File: config.mk
export PLATFORM = sky130hd
export DESIGN_NAME = uacm_loopback_fifo
export DESIGN_NICKNAME = d
export VERILOG_FILES = /design/src/rtl/uacm_loopback_fifo_pkg.sv /design/src/rtl/uacm_fifo_mem.sv /design/src/rtl/uacm_loopback_fifo.sv
export SDC_FILE = /design/constraint.sdc
export NUM_CORES = 1
export LEC_CHECK = 0
export BUFFER_PORTS_ARGS = -buffer_cell sky130_fd_sc_hd__buf_2
export CAP_MARGIN = 20
export CORE_ASPECT_RATIO = 0.6
export CORE_MARGIN = 2
export CORE_UTILIZATION = 36
export DETAILED_ROUTE_END_ITERATION = 7
export PLACE_DENSITY_LB_ADDON = 0.05
export SETUP_SLACK_MARGIN = 0.4
export SLEW_MARGIN = 5
export SYNTH_ARGS = -nofsm -noshare
export SYNTH_HDL_FRONTEND = slang
export SYNTH_HIERARCHICAL = 1
export SYNTH_SLANG_ARGS = --single-unit
File: constraint.sdc
create_clock -name clk -period 3.2 [get_ports clk]
set_input_delay 0.16 -clock clk [delete_from_list [all_inputs] [get_ports clk]]
set_output_delay 0.16 -clock clk [all_outputs]
set_load 0.1 [all_outputs]
File: src/rtl/uacm_loopback_fifo_pkg.sv
// Mode encodings and packet-FSM states shared by the loopback buffer and its bench.
package uacm_loopback_fifo_pkg;

  localparam logic [1:0] MODE_STREAM = 2'b00;
  localparam logic [1:0] MODE_PACKET = 2'b01;
  localparam logic [1:0] MODE_SINK   = 2'b10;

  typedef enum logic [1:0] {
    ST_WAIT  = 2'd0,
    ST_SEND  = 2'd1,
    ST_FORCE = 2'd2
  } pkt_state_e;

endpackage

File: src/rtl/uacm_fifo_mem.sv
// Storage, wrap-bit pointers, full/empty and fill level for the loopback buffer.
// Writes land at the clock edge; read data is combinational at rd_ptr with no empty bypass.
module uacm_fifo_mem #(
  parameter int WIDTH = 8,
  parameter int DEPTH = 16
) (
  input  logic                   clk,
  input  logic                   rst_n,
  input  logic                   push,
  input  logic                   pop,
  input  logic [WIDTH-1:0]       in_data,
  input  logic                   in_last,
  output logic [WIDTH-1:0]       out_data,
  output logic                   out_last,
  output logic                   full,
  output logic                   empty,
  output logic [$clog2(DEPTH):0] level
);

  localparam int AW = $clog2(DEPTH);

  logic [WIDTH:0] mem_q [DEPTH];
  logic [AW:0]    wr_ptr_q, wr_ptr_d;
  logic [AW:0]    rd_ptr_q, rd_ptr_d;
  logic [AW:0]    level_q, level_d;
  logic           do_push, do_pop;

  // Full: same slot, opposite lap.
  assign empty    = (wr_ptr_q == rd_ptr_q);
  assign full     = (wr_ptr_q[AW-1:0] == rd_ptr_q[AW-1:0]) && (wr_ptr_q[AW] != rd_ptr_q[AW]);
  assign do_push  = push & ~full;
  assign do_pop   = pop & ~empty;
  assign {out_last, out_data} = mem_q[rd_ptr_q[AW-1:0]];
  assign level    = level_q;

  always_comb begin
    wr_ptr_d = wr_ptr_q;
    rd_ptr_d = rd_ptr_q;
    level_d  = level_q;
    if (do_push) wr_ptr_d = wr_ptr_q + 1'b1;
    if (do_pop)  rd_ptr_d = rd_ptr_q + 1'b1;
    case ({do_push, do_pop})
      2'b10:   level_d = level_q + 1'b1;
      2'b01:   level_d = level_q - 1'b1;
      default: level_d = level_q;
    endcase
  end

  always_ff @(posedge clk or negedge rst_n) begin
    if (!rst_n) begin
      wr_ptr_q <= '0;
      rd_ptr_q <= '0;
      level_q  <= '0;
    end else begin
      wr_ptr_q <= wr_ptr_d;
      rd_ptr_q <= rd_ptr_d;
      level_q  <= level_d;
    end
  end

  always_ff @(posedge clk) begin
    if (do_push) mem_q[wr_ptr_q[AW-1:0]] <= {in_last, in_data};
  end

endmodule

File: src/rtl/uacm_loopback_fifo.sv
// OUT->IN loopback buffer with stream/packet/sink modes and in_flush_now generation.
// Data appears one cycle after push at the earliest; s_ready drops only when full (always high in sink).
module uacm_loopback_fifo
  import uacm_loopback_fifo_pkg::*;
#(
  parameter int WIDTH   = 8,
  parameter int DEPTH   = 16,
  parameter int TIMEOUT = 4096
) (
  input  logic                   clk,
  input  logic                   rst_n,
  input  logic [1:0]             mode,
  input  logic [WIDTH-1:0]       s_data,
  input  logic                   s_last,
  input  logic                   s_valid,
  output logic                   s_ready,
  output logic [WIDTH-1:0]       m_data,
  output logic                   m_last,
  output logic                   m_valid,
  input  logic                   m_ready,
  output logic                   flush_now,
  output logic [$clog2(DEPTH):0] level
);

  localparam int LW = $clog2(DEPTH) + 1;
  localparam int TW = $clog2(TIMEOUT);

  pkt_state_e  state_q, state_d;
  logic [1:0]  mode_q, mode_d;
  logic [LW-1:0] pkt_cnt_q, pkt_cnt_d;
  logic [TW-1:0] idle_q, idle_d;
  logic        armed_q, armed_d;
  logic        flush_q, flush_d;
  logic        full, empty, push, pop, sink_mode, pkt_mode, last_pop, timeout_hit;

  assign sink_mode = (mode_q == MODE_SINK);
  assign pkt_mode  = (mode_q == MODE_PACKET);
  assign s_ready   = rst_n & (sink_mode | ~full);
  assign push      = s_valid & s_ready & ~sink_mode;
  assign pop       = m_valid & m_ready;
  assign last_pop  = pop & m_last;
  assign flush_now = flush_q;

  uacm_fifo_mem #(
    .WIDTH (WIDTH),
    .DEPTH (DEPTH)
  ) u_mem (
    .clk      (clk),
    .rst_n    (rst_n),
    .push     (push),
    .pop      (pop),
    .in_data  (s_data),
    .in_last  (s_last),
    .out_data (m_data),
    .out_last (m_last),
    .full     (full),
    .empty    (empty),
    .level    (level)
  );

  always_comb begin
    m_valid = 1'b0;
    if (pkt_mode) begin
      if (state_q != ST_WAIT) m_valid = ~empty;
    end else if (!sink_mode) begin
      m_valid = ~empty;
    end
  end

  // Counts stored 'last' markers in every mode so a mode switch never sees a stale count.
  always_comb begin
    pkt_cnt_d = pkt_cnt_q;
    if ((push & s_last) && !last_pop)      pkt_cnt_d = pkt_cnt_q + 1'b1;
    else if (!(push & s_last) && last_pop) pkt_cnt_d = pkt_cnt_q - 1'b1;
  end

  always_comb begin
    state_d = state_q;
    if (pkt_mode) begin
      case (state_q)
        ST_WAIT: begin
          if (pkt_cnt_q != '0) state_d = ST_SEND;
          else if (full)       state_d = ST_FORCE;
        end
        ST_SEND: begin
          if (last_pop && (pkt_cnt_d == '0)) state_d = ST_WAIT;
        end
        ST_FORCE: begin
          if (last_pop || empty) state_d = ST_WAIT;
        end
        default: state_d = ST_WAIT;
      endcase
    end
  end

  // Mode only changes on a packet boundary with nothing buffered.
  assign mode_d = (empty && (state_q == ST_WAIT)) ? mode : mode_q;

  always_comb begin
    timeout_hit = armed_q & ~pop & (idle_q == TW'(TIMEOUT - 2));
    flush_d     = last_pop | timeout_hit;
    armed_d     = armed_q;
    if (pop && !m_last) armed_d = 1'b1;
    else if (flush_d)   armed_d = 1'b0;
    idle_d = '0;
    if (armed_q && !pop && !timeout_hit) idle_d = idle_q + 1'b1;
  end

  always_ff @(posedge clk or negedge rst_n) begin
    if (!rst_n) begin
      state_q   <= ST_WAIT;
      mode_q    <= MODE_STREAM;
      pkt_cnt_q <= '0;
      idle_q    <= '0;
      armed_q   <= 1'b0;
      flush_q   <= 1'b0;
    end else begin
      state_q   <= state_d;
      mode_q    <= mode_d;
      pkt_cnt_q <= pkt_cnt_d;
      idle_q    <= idle_d;
      armed_q   <= armed_d;
      flush_q   <= flush_d;
    end
  end

endmodule

Yosys cells after proc, flatten, opt, wreduce, memory -nomap -nowiden

Memories as Yosys holds them, arrays and structs flattened.
Cells that the tools add are included.

Reductions and logical operators: 21
Bitwise operators: 16
Equality and inequality tests: 13
$add $sub $neg: 7
Mux-type cells: 16

Operators by type and width:

| cell                    | count |
|---|---|
| $add A5 B1 Y5 const B   | 4 |
| $add A12 B1 Y12 const B | 1 |
| $eq A12 B12 Y1 const B  | 1 |
| $mux W12                | 1 |
| $and A1 B1 Y1           | 10 |
| $mux W5                 | 2 |
| $pmux W5 S2             | 1 |
| $sub A5 B1 Y5 const B   | 2 |
| $logic_and A1 B1 Y1     | 8 |
| $mux W2                 | 4 |
| $mux W1                 | 7 |
| $eq A2 B1 Y1 const B    | 3 |
| $eq A2 B2 Y1 const B    | 3 |
| $pmux W2 S3             | 1 |
| $reduce_bool A2 Y1      | 3 |
| $eq A5 B5 Y1            | 1 |
| $logic_not A1 Y1        | 5 |
| $logic_not A5 Y1        | 1 |
| $reduce_bool A5 Y1      | 1 |
| $eq A4 B4 Y1            | 1 |
| $ne A2 B2 Y1 const B    | 2 |
| $not A1 Y1              | 4 |
| $reduce_and A4 Y1       | 1 |
| $ne A3 B2 Y1 const B    | 1 |
| 4 further kinds         | 5 |

Flip-flop bits (word level): 38
Memories: 1
Word-level logic and storage cells: 83
Memory bits (writable): 144
Input bits: 15

Memories:

| memory      | depth | width | read ports | clocked after memory_dff | wr ports | line                | RTL |
|---|---|---|---|---|---|---|---|
| u_mem.mem_q | 16    | 9     | 1          | 0                        | 1        | uacm_fifo_mem.sv:22 | `logic [WIDTH:0] mem_q [DEPTH];` |

Depth between registers and ports, before layout

Gate-level depths: netlist of run 1.

Depth in word-level cells: 16
Mapped depth: 16
Gate-level depth less buffers: 14

Cells and area by module

The synthesis of run 1 kept the hierarchy.

Modules (own cells, without submodules):

| module             | instances | cells each | seq. area each (µm²) | area an instance (µm²) |
|---|---|---|---|---|
| uacm_fifo_mem      | 1         | 334        | 4699.5               | 6561.3 |
| uacm_loopback_fifo | 1         | 141        | 575.6                | 1372.6 |

Worst setup path after synthesis of run 1

Ideal clock, no wire load.

Kind: register to register
Start point: reg u_mem.rd_ptr_q[0]
End point: reg u_mem.level_q[4] (netlist: u_mem/level[4])
Path slack: -2.101 ns
Arrival: 5.197 ns
Data required time: 3.096 ns
Setup time: 0.104 ns
Cell stages (with the launch flop): 14
Cell sequence: dfrtp_1 -> buf_2 -> xnor2_2 -> nand4_4 -> buf_6 -> nor2_1 -> a21boi_0 -> and3_1 -> o21ai_2 -> ha_1 -> fa_1 -> a21oi_1 -> o21ai_0 -> o311ai_1

Longest elaborated chain between the ends: 10
Elaborated cells on any way between the ends: 19
Those cells by class: 4 x eq/ne; 4 x mux; 9 x bitwise; 2 x reduce/logical

RTL lines:

| what                                              | line                     | RTL |
|---|---|---|
| start, declared                                   | uacm_fifo_mem.sv:24      | `logic [AW:0] rd_ptr_q, rd_ptr_d;` |
| start signal, assigned                            | uacm_fifo_mem.sv:56      | `rd_ptr_q <= rd_ptr_d;` |
| $eq A4 B4 Y1 (*)                                  | uacm_fifo_mem.sv:30      | `assign full = (wr_ptr_q[AW-1:0] == rd_ptr_q[AW-1:0]) && (wr_ptr_q[AW] != rd_ptr_q[AW]);` |
| $logic_and A1 B1 Y1 (*)                           | uacm_fifo_mem.sv:30      |  |
| net full                                          | uacm_loopback_fifo.sv:34 | `logic full, empty, push, pop, sink_mode, pkt_mode, last_pop, timeout_hit;` |
| $not A1 Y1 (*)                                    | uacm_loopback_fifo.sv:38 | `assign s_ready = rst_n & (sink_mode \| ~full);` |
| $or A1 B1 Y1 (*)                                  | uacm_loopback_fifo.sv:38 |  |
| $and A1 B1 Y1 (*)                                 | uacm_loopback_fifo.sv:38 |  |
| net s_ready                                       | uacm_loopback_fifo.sv:16 | `output logic s_ready,` |
| $and A1 B1 Y1 (*) (2 in series)                   | uacm_loopback_fifo.sv:39 | `assign push = s_valid & s_ready & ~sink_mode;` |
| net push                                          | uacm_loopback_fifo.sv:34 |  |
| $and A1 B1 Y1 (*)                                 | uacm_fifo_mem.sv:31      | `assign do_push = push & ~full;` |
| $eq A2 B1 Y1 or $eq A2 B2 Y1 (tied branches)      | uacm_fifo_mem.sv:42      | `case ({do_push, do_pop})` |
| $pmux W5 S2 or $reduce_bool A2 Y1 (tied branches) | n/a                      |  |
| end signal, assigned                              | uacm_fifo_mem.sv:57      | `level_q <= level_d;` |
| end, declared                                     | uacm_fifo_mem.sv:25      | `logic [AW:0] level_q, level_d;` |

Mark *: on every way through the listed nets, which the timed path passes. The rest lies on a longest branch.
A chain may end at the register's enable or synchronous reset.

Worst setup path after layout of run 1

Start point: reg u_mem.rd_ptr_q[0]
End point: mem u_mem/mem_q[12][2] (netlist name) (enable)

Longest elaborated chain between the ends: 10

RTL lines:

| what                          | line                     | RTL |
|---|---|---|
| $eq A4 B4 Y1                  | uacm_fifo_mem.sv:30      |  |
| $logic_and A1 B1 Y1           | uacm_fifo_mem.sv:30      |  |
| net full                      | uacm_loopback_fifo.sv:34 |  |
| $not A1 Y1                    | uacm_loopback_fifo.sv:38 |  |
| $or A1 B1 Y1                  | uacm_loopback_fifo.sv:38 |  |
| $and A1 B1 Y1                 | uacm_loopback_fifo.sv:38 |  |
| $and A1 B1 Y1 (2 in series)   | uacm_loopback_fifo.sv:39 |  |
| net push                      | uacm_loopback_fifo.sv:34 |  |
| $and A1 B1 Y1                 | uacm_fifo_mem.sv:31      |  |
| $mux W1                       | uacm_fifo_mem.sv:62      | `if (do_push) mem_q[wr_ptr_q[AW-1:0]] <= {in_last, in_data};` |
| $mux W1 (not written as such) | uacm_fifo_mem.sv:62      |  |
| end, declared                 | uacm_fifo_mem.sv:22      |  |

The timed path passes the listed nets, and every way through them passes these cells.

==> results of run 1 <==
[state kept, by name (all words and copies together) (netlist names)]
register and cells:
armed_q 1, flush_now 1, idle_q 12, mode_q 2, pkt_cnt_q 5, state_q 2, u_mem/level 5, u_mem/mem_q 144
u_mem/rd_ptr_q 5, u_mem/wr_ptr_q 5
[report_power, final]
group,internal (uW),leakage (uW),switching [uW]
clock network,1140,0.000265,864
logic,1460,0.00120,2830
registers,2820,0.00177,245
[worst max-delay path by stage]
| stage | from | to | cells past startpoint | slack [ns] |
|---|---|---|---|---|
| 2_1_floorplan | u_mem/rd_ptr_q[0] | u_mem/level[4] | 13 | -0.03 |
| 3_3_place_gp | u_mem/wr_ptr_q[2] | u_mem/level[4] | 13 | 0.34 |
| 5_1_grt | u_mem/rd_ptr_q[0] | u_mem/level[4] | 13 | 0.40 |
| 6_report | u_mem/rd_ptr_q[0] | u_mem/mem_q[12][2] | 9 | 0.54 |
| 4_1_cts | u_mem/wr_ptr_q[0] | u_mem/level[4] | 13 | 0.38 |
| 3_5_place_dp | u_mem/rd_ptr_q[0] | u_mem/level[4] | 14 | 0.23 |
[what timing repair did]
action / in CTS / in global routing
gates cloned: 0 / 1
gates resized for setup: 13 / 8
endpoints found under the hold margin: 40 / 0
setup buffers: 2 / 3
pin swaps: 0 / 3
hold buffers: 3 / 0
endpoints found under the setup margin: 3 / 7
[Yosys cell counts, drive strengths merged, types with 5 or more instances]
| library cell | n | area share [%] |
|---|---|---|
| a22oi | 18 | 1.7 |
| nand2 | 23 | 1.1 |
| mux4 | 36 | 11 |
| nor3 | 9 | 0.57 |
| buf | 16 | 1.6 |
| o21ai | 12 | 0.85 |
| xnor2 | 24 | 3.1 |
| edfxtp | 144 | 55 |
| xor2 | 7 | 0.77 |
| dfrtp | 38 | 12 |
| nand4 | 7 | 0.74 |
| clkbuf | 5 | 0.24 |
| o211ai | 6 | 0.82 |
| ha | 14 | 2.2 |
| inv | 10 | 0.47 |
| mux2 | 5 | 0.71 |
| nand2b | 5 | 0.39 |
| nand3 | 10 | 0.63 |
| nor2b | 5 | 0.39 |
| nor2 | 31 | 1.5 |
[per-stage QoR]
step	utilization, %	instances
floorplan	-	475
global placement	39.54	793
detailed placement	39.54	793
CTS	42.67	830
global route	43.02	834
finish	43.02	834
[final cells by class]
class | count | area, sq um | share of cell area [%]
Timing Repair Buffer | 62 | 449.2 | 4.787
Clock inverter | 14 | 135.1 | 1.440
Inverter | 10 | 37.54 | 0.4001
Tap cell | 286 | 357.8 | 3.814
Clock buffer | 18 | 429.2 | 4.574
Sequential cell | 182 | 5283 | 56.30
Multi-Input combinational cell | 262 | 2691 | 28.68
[logic make-up (layout without fill, tap and decap cells)]
kind of cell,after synthesis,after routing,share of synthesized area (%)
mux,44,44,11.64
simple gates,116,116,7.854
flops,182,182,66.49
buf+inv,31,104,2.334
fa+ha+maj,16,16,2.586
compound gates,55,55,5.252
xor+xnor,31,31,3.848
[metal layers]
layer	vias to the layer above	global-route usage [%]	part of all wire [%]
li1	1991	-	-
met1	2217	24.74	52
met2	94	21.90	42
met3	10	4.333	6.0
met4	0	4.119	0.62
met5	-	0	0
==> run_results.csv, run 1 <==
group,metric,value,unit
worst_setup_path,cp_slowest_cell,"nor2_2",
synth,synth_sequential_area_ratio,66.49,%
global_route,tot_gr_track_use,15.94,%
power,total_power,9358,uW
detailed_routing,detail_route.first_pass.iterations,4,
power,leakagePower,0.003234,uW
floorplanning,core,21810,sq um
worst_setup_path,timing.critical_path.fanout_max,13,
worst_hold_path,timing.hold.worst_path_depth,1,
floorplanning,ios,32,
worst_setup_path,rr_endpoint,"u_mem/mem_q[12][2]",
floorplanning,dieWidth,195.7,um
worst_setup_path,worst-setup-path-type,"register to register",
worst_hold_path,holdCritPathClass,"input port to register",
worst_hold_path,min_delay_worst_endpoint,"u_mem/mem_q[9][3]",
power,p_per_area,997.4,nW/um^2
synth,number_of_enable_type_register_cells_in_the_synthesized_netlist,144,
synth,synth_cells,475,
synth,syn_area,7934,sq um
detailed_routing,ant_nets,0,
layout,filler_cell_count,1947,
placed_design,detailed_place.area,8622,sq um
synth,async_reset_ff_share,20.88,%
outcome,outcome,"completed",
detailed_routing,wl_per_cell,21.04,um
clock_network,tritoncts_num_sinks,182,
clock_network,cts_buffer_depth,2,
synth,syn_area_per_cell,16.70,sq um
clock_network,clk_pin_slew_worst_paths,0.07,ns
sta,hold_viol,0,
global_route,first_global_vias,4287,
floorplanning,floorplan.die.height,119.0,um
global_route,grt_pass1_wl,26.42,mm
floorplanning,floorplan.initialDensity,36.38,%
synth,ys.flop_type,"edfxtp_1",
placed_design,routabilityCongestion,0.7554,
sta,fin_tns_setup,0,ns
worst_hold_path,worstHoldStart,"s_data[3]",
detailed_routing,route.detailed.vias_per_inst,5.170,
layout,final_std_cell_area_no_fill,9383,sq um
synth,synthesis.nets,505,
worst_setup_path,path_cells,"xnor2_4 > nand4_4 > buf_12 > nor2_4 > a21boi_4 > and3_4 > buf_4 > o211ai_2 > nor2_2",
worst_setup_path,arr_time_crit_path,2.72,ns
global_route,grt_max_degree,41,
worst_setup_path,cp_num_buf_inv,2,
worst_setup_path,crit_family,"simple AND/OR/NAND/NOR gates",
detailed_routing,drt_drc_violations_left,0,
layout,drive_gt1_share,31.39,%
worst_setup_path,timing.reg2reg.worst_path_depth,9,
sta,grt_setup_unrepaired,"false",
worst_setup_path,critPathLaunchType,"register",
layout,diodes,0,
sta,final.setup_skew,0.007747,ns
layout,top_library_cells_by_usage_in_the_layout_fill_and_taps_aside,"144 x edfxtp_1, 32 x dfrtp_1, 31 x buf_2",
synth,ys_seq_elements,182,
sta,timing_max_transition_violations_final,0,
floorplanning,dieArea,23280,sq um
layout,finish.net_count,565,
detailed_routing,totalWireLength,17.55,mm
worst_setup_path,cp-end-kind,"register",
placed_design,port-buffer-count,31,
worst_setup_path,critical_path.reg2reg.startpoint,"u_mem/rd_ptr_q[0]",
placed_design,dpl_worst_slack,0.2323,ns
run,max-cap-violations,0,
sta,max_slew_margin,59.77,%
synth,synth-warning-count,6,
worst_setup_path,reg2reg_slack,0.54,ns
power,ir_worst_vdd,0.7964,mV
layout,most_common_cell_after_layout_fill_and_taps_aside,"edfxtp_1",
sta,finalCritPeriodShare,83.13,%
detailed_routing,drtIter0Drc,234,
sta,worst_hold_slack,0.1273,ns
synth,synth.distinct_cells,64,
clock_network,cts_tree,"built",
clock_network,cts_made_buffers,17,
sta,worstMarginPinSlew,0.6028,ns
clock_network,clock_insertion_delay_worst_skew,0.42,ns
worst_setup_path,max_stage_delay,0.55,ns
clock_network,htree_levels,4,
worst_setup_path,required,3.26,ns
clock_network,root_buffer_cell,"clkbuf_16",
global_route,grt-ovfl-total,0,
sta,final-setup-viol-count,0,
detailed_routing,dr_total_vias,4312,
global_route,initial_antenna_violation_count,0,
floorplanning,row_count,42,
sta,fmax,0.3759,GHz
layout,area_overhead_of_the_layout_relative_to_synthesis,18.26,%
sta,period_needed,2.660,ns
placed_design,dp.final_hpwl,11.49,mm
sta,fin_ws,0.5398,ns
(Power assumes the default switching activity.)
==> run 2: changes to the inputs <==
- clock period: 3.2 -> 2.2 ns (I/O delays scaled with it)
==> run_results.csv, run 2 (same netlist as run 1, synthesis figures left out) <==
group,metric,value,unit
worst_setup_path,crit_family,"buffers and inverters",
sta,period_needed,2.549,ns
worst_hold_path,worstHoldStart,"s_last",
worst_setup_path,cp_slowest_cell,"dfrtp_2",
worst_hold_path,timing.hold.worst_path_depth,1,
worst_setup_path,max_stage_delay,0.43,ns
layout,drive_gt1_share,49.30,%
detailed_routing,totalWireLength,20.24,mm
sta,grt_setup_unrepaired,"true",
global_route,grt-ovfl-total,0,
worst_setup_path,cp_num_buf_inv,7,
sta,final.setup_skew,0.009716,ns
sta,fin_ws,-0.3494,ns
power,leakagePower,0.003975,uW
clock_network,clock_insertion_delay_worst_skew,0.43,ns
worst_hold_path,min_delay_worst_endpoint,"u_mem/mem_q[3][8]",
worst_setup_path,rr_endpoint,"u_mem/level[4]",
detailed_routing,drtIter0Drc,392,
layout,final_std_cell_area_no_fill,11050,sq um
layout,multi_input_area,3033,sq um
detailed_routing,route.detailed.vias_per_inst,5.140,
detailed_routing,dr_total_vias,4775,
layout,finish.net_count,660,
floorplanning,dieWidth,195.7,um
detailed_routing,drt_drc_violations_left,0,
worst_setup_path,timing.reg2reg.worst_path_depth,14,
run,max-cap-violations,0,
outcome,violated_checks,"negative setup slack",
detailed_routing,detail_route.first_pass.iterations,4,
sta,timing_max_transition_violations_final,0,
global_route,grt_max_degree,40,
global_route,initial_antenna_violation_count,0,
clock_network,tritoncts_num_sinks,182,
worst_setup_path,critPathLaunchType,"register",
placed_design,port-buffer-count,31,
worst_setup_path,arr_time_crit_path,2.44,ns
power,ir_worst_vdd,0.9172,mV
worst_setup_path,worst-setup-path-type,"register to output pin",
layout,filler_cell_count,1780,
placed_design,detailed_place.area,9384,sq um
worst_hold_path,holdCritPathClass,"input port to register",
floorplanning,ios,32,
detailed_routing,ant_nets,0,
clock_network,htree_levels,4,
clock_network,cts_made_buffers,17,
clock_network,cts_tree,"built",
floorplanning,dieArea,23280,sq um
sta,hold_viol,0,
worst_setup_path,critical_path.reg2reg.startpoint,"u_mem/wr_ptr_q[3]",
floorplanning,core,21810,sq um
worst_setup_path,crit_top_cell,"buf_12",
floorplanning,row_count,42,
worst_setup_path,reg2reg_slack,-0.33,ns
layout,area_overhead_of_the_layout_relative_to_synthesis,39.33,%
clock_network,root_buffer_cell,"clkbuf_16",
placed_design,dp.cells,864,
worst_setup_path,path_cells,"buf_6 > buf_12 > buf_16 > buf_12 > buf_12 > mux4_2 > a22oi_2 > buf_4 > nand2_4 > buf_12",
sta,final-setup-viol-count,102,
floorplanning,floorplan.die.height,119.0,um
layout,most_common_cell_after_layout_fill_and_taps_aside,"edfxtp_1",
worst_setup_path,timing.critical_path.fanout_max,4,
global_route,tot_gr_track_use,18.17,%
sta,worstMarginPinSlew,0.5046,ns
global_route,first_global_vias,4696,
placed_design,dp.final_hpwl,12.68,mm
layout,top_library_cells_by_usage_in_the_layout_fill_and_taps_aside,"144 x edfxtp_1, 72 x buf_4, 35 x mux4_2",
layout,diodes,0,
sta,max_slew_margin,66.36,%
power,p_per_area,1551,nW/um^2
clock_network,clk_pin_slew_worst_paths,0.07,ns
layout,flip_flop_count_of_the_largest_register_all_copies_and_words_added,144,
layout,finish.cell_count_without_fillers,929,
floorplanning,floorplan.initialDensity,36.38,%
sta,finalCritPeriodShare,115.9,%
global_route,grt_pass1_wl,30.26,mm
placed_design,routabilityCongestion,0.7791,
sta,fmax,0.3922,GHz
outcome,outcome,"finished, violations left",
layout,regArea,5281,sq um
detailed_routing,wl_per_cell,21.79,um
clock_network,cts_buffer_depth,2,
worst_setup_path,required,2.09,ns
worst_setup_path,cp-end-kind,"output pin",
-- run 2: changes by cell type in the layout (fill, tap and decap cells not counted), moves of 8 or more --
cell,previous run,this run
buf_4,24,72
buf_12,1,28
buf_6,1,27
a22oi_1,17,2
a22oi_2,1,16
buf_2,31,20
nand2_4,0,9
nand2_1,22,14
-- run 2: worst max-delay path by stage --
stage | from | end | depth (start not counted)
2_1_floorplan | u_mem/rd_ptr_q[0] | u_mem/level[4] | 14
3_3_place_gp | u_mem/wr_ptr_q[2] | u_mem/level[4] | 14
3_5_place_dp | u_mem/wr_ptr_q[2] | u_mem/level[4] | 13
4_1_cts | u_mem/rd_ptr_q[0] | u_mem/level[4] | 12
5_1_grt | u_mem/wr_ptr_q[3] | u_mem/level[4] | 14
6_report | u_mem/rd_ptr_q[1] | m_data[2] | 10
-- run 2: cell type report --
class,instances,share of cell area (%)
inverter,10,0.3396
multi-input combinational,262,27.44
clock inverter,15,2.026
sequential,182,47.78
tap,286,3.237
clock buffer,17,3.848
timing repair buffer,157,15.34
-- run 2: timing repair --
item	in CTS	in global routing
cloned	6	2
hold buffers	3	0
gates resized for setup	122	40
pin swaps	27	28
hold endpoints to repair	5	0
buffers inserted	15	7
setup endpoints to repair	189	185
-- run 2: power by group --
part           leakage (uW)  switching, uW  internal, uW
registers           0.00177            338          4100
logic               0.00189           5100          4260
clock network      0.000314           1320          2030
total               0.00398           6750         10400
-- run 2: stage by stage --
step / hold WS [ns] / worst slack [ns] / utilization (%) / power (uW) / TNS [ns]
final: 0.02396 / -0.3494 / 50.69 / 17140 / -9.283
after global routing: 0.01527 / -0.4402 / 50.69 / 17900 / -21.20
after CTS: 0.007865 / -0.3484 / 49.56 / 16880 / -11.08
after detailed placement: 0.1233 / -0.4058 / 43.03 / 11540 / -11.13
after global placement: 0.1491 / -0.2900 / 43.03 / 11500 / -6.076
after floorplan: -0.1856 / -0.9884 / - / 9487 / -105.62
-- run 2: per-layer routing --
metal / vias to the layer above / share of wire, % / GRT usage, %
li1: 2180 / - / -
met1: 2465 / 51 / 29.98
met2: 116 / 40 / 23.42
met3: 14 / 7.7 / 4.078
met4: 0 / 0.89 / 4.972
met5: - / 0 / 0
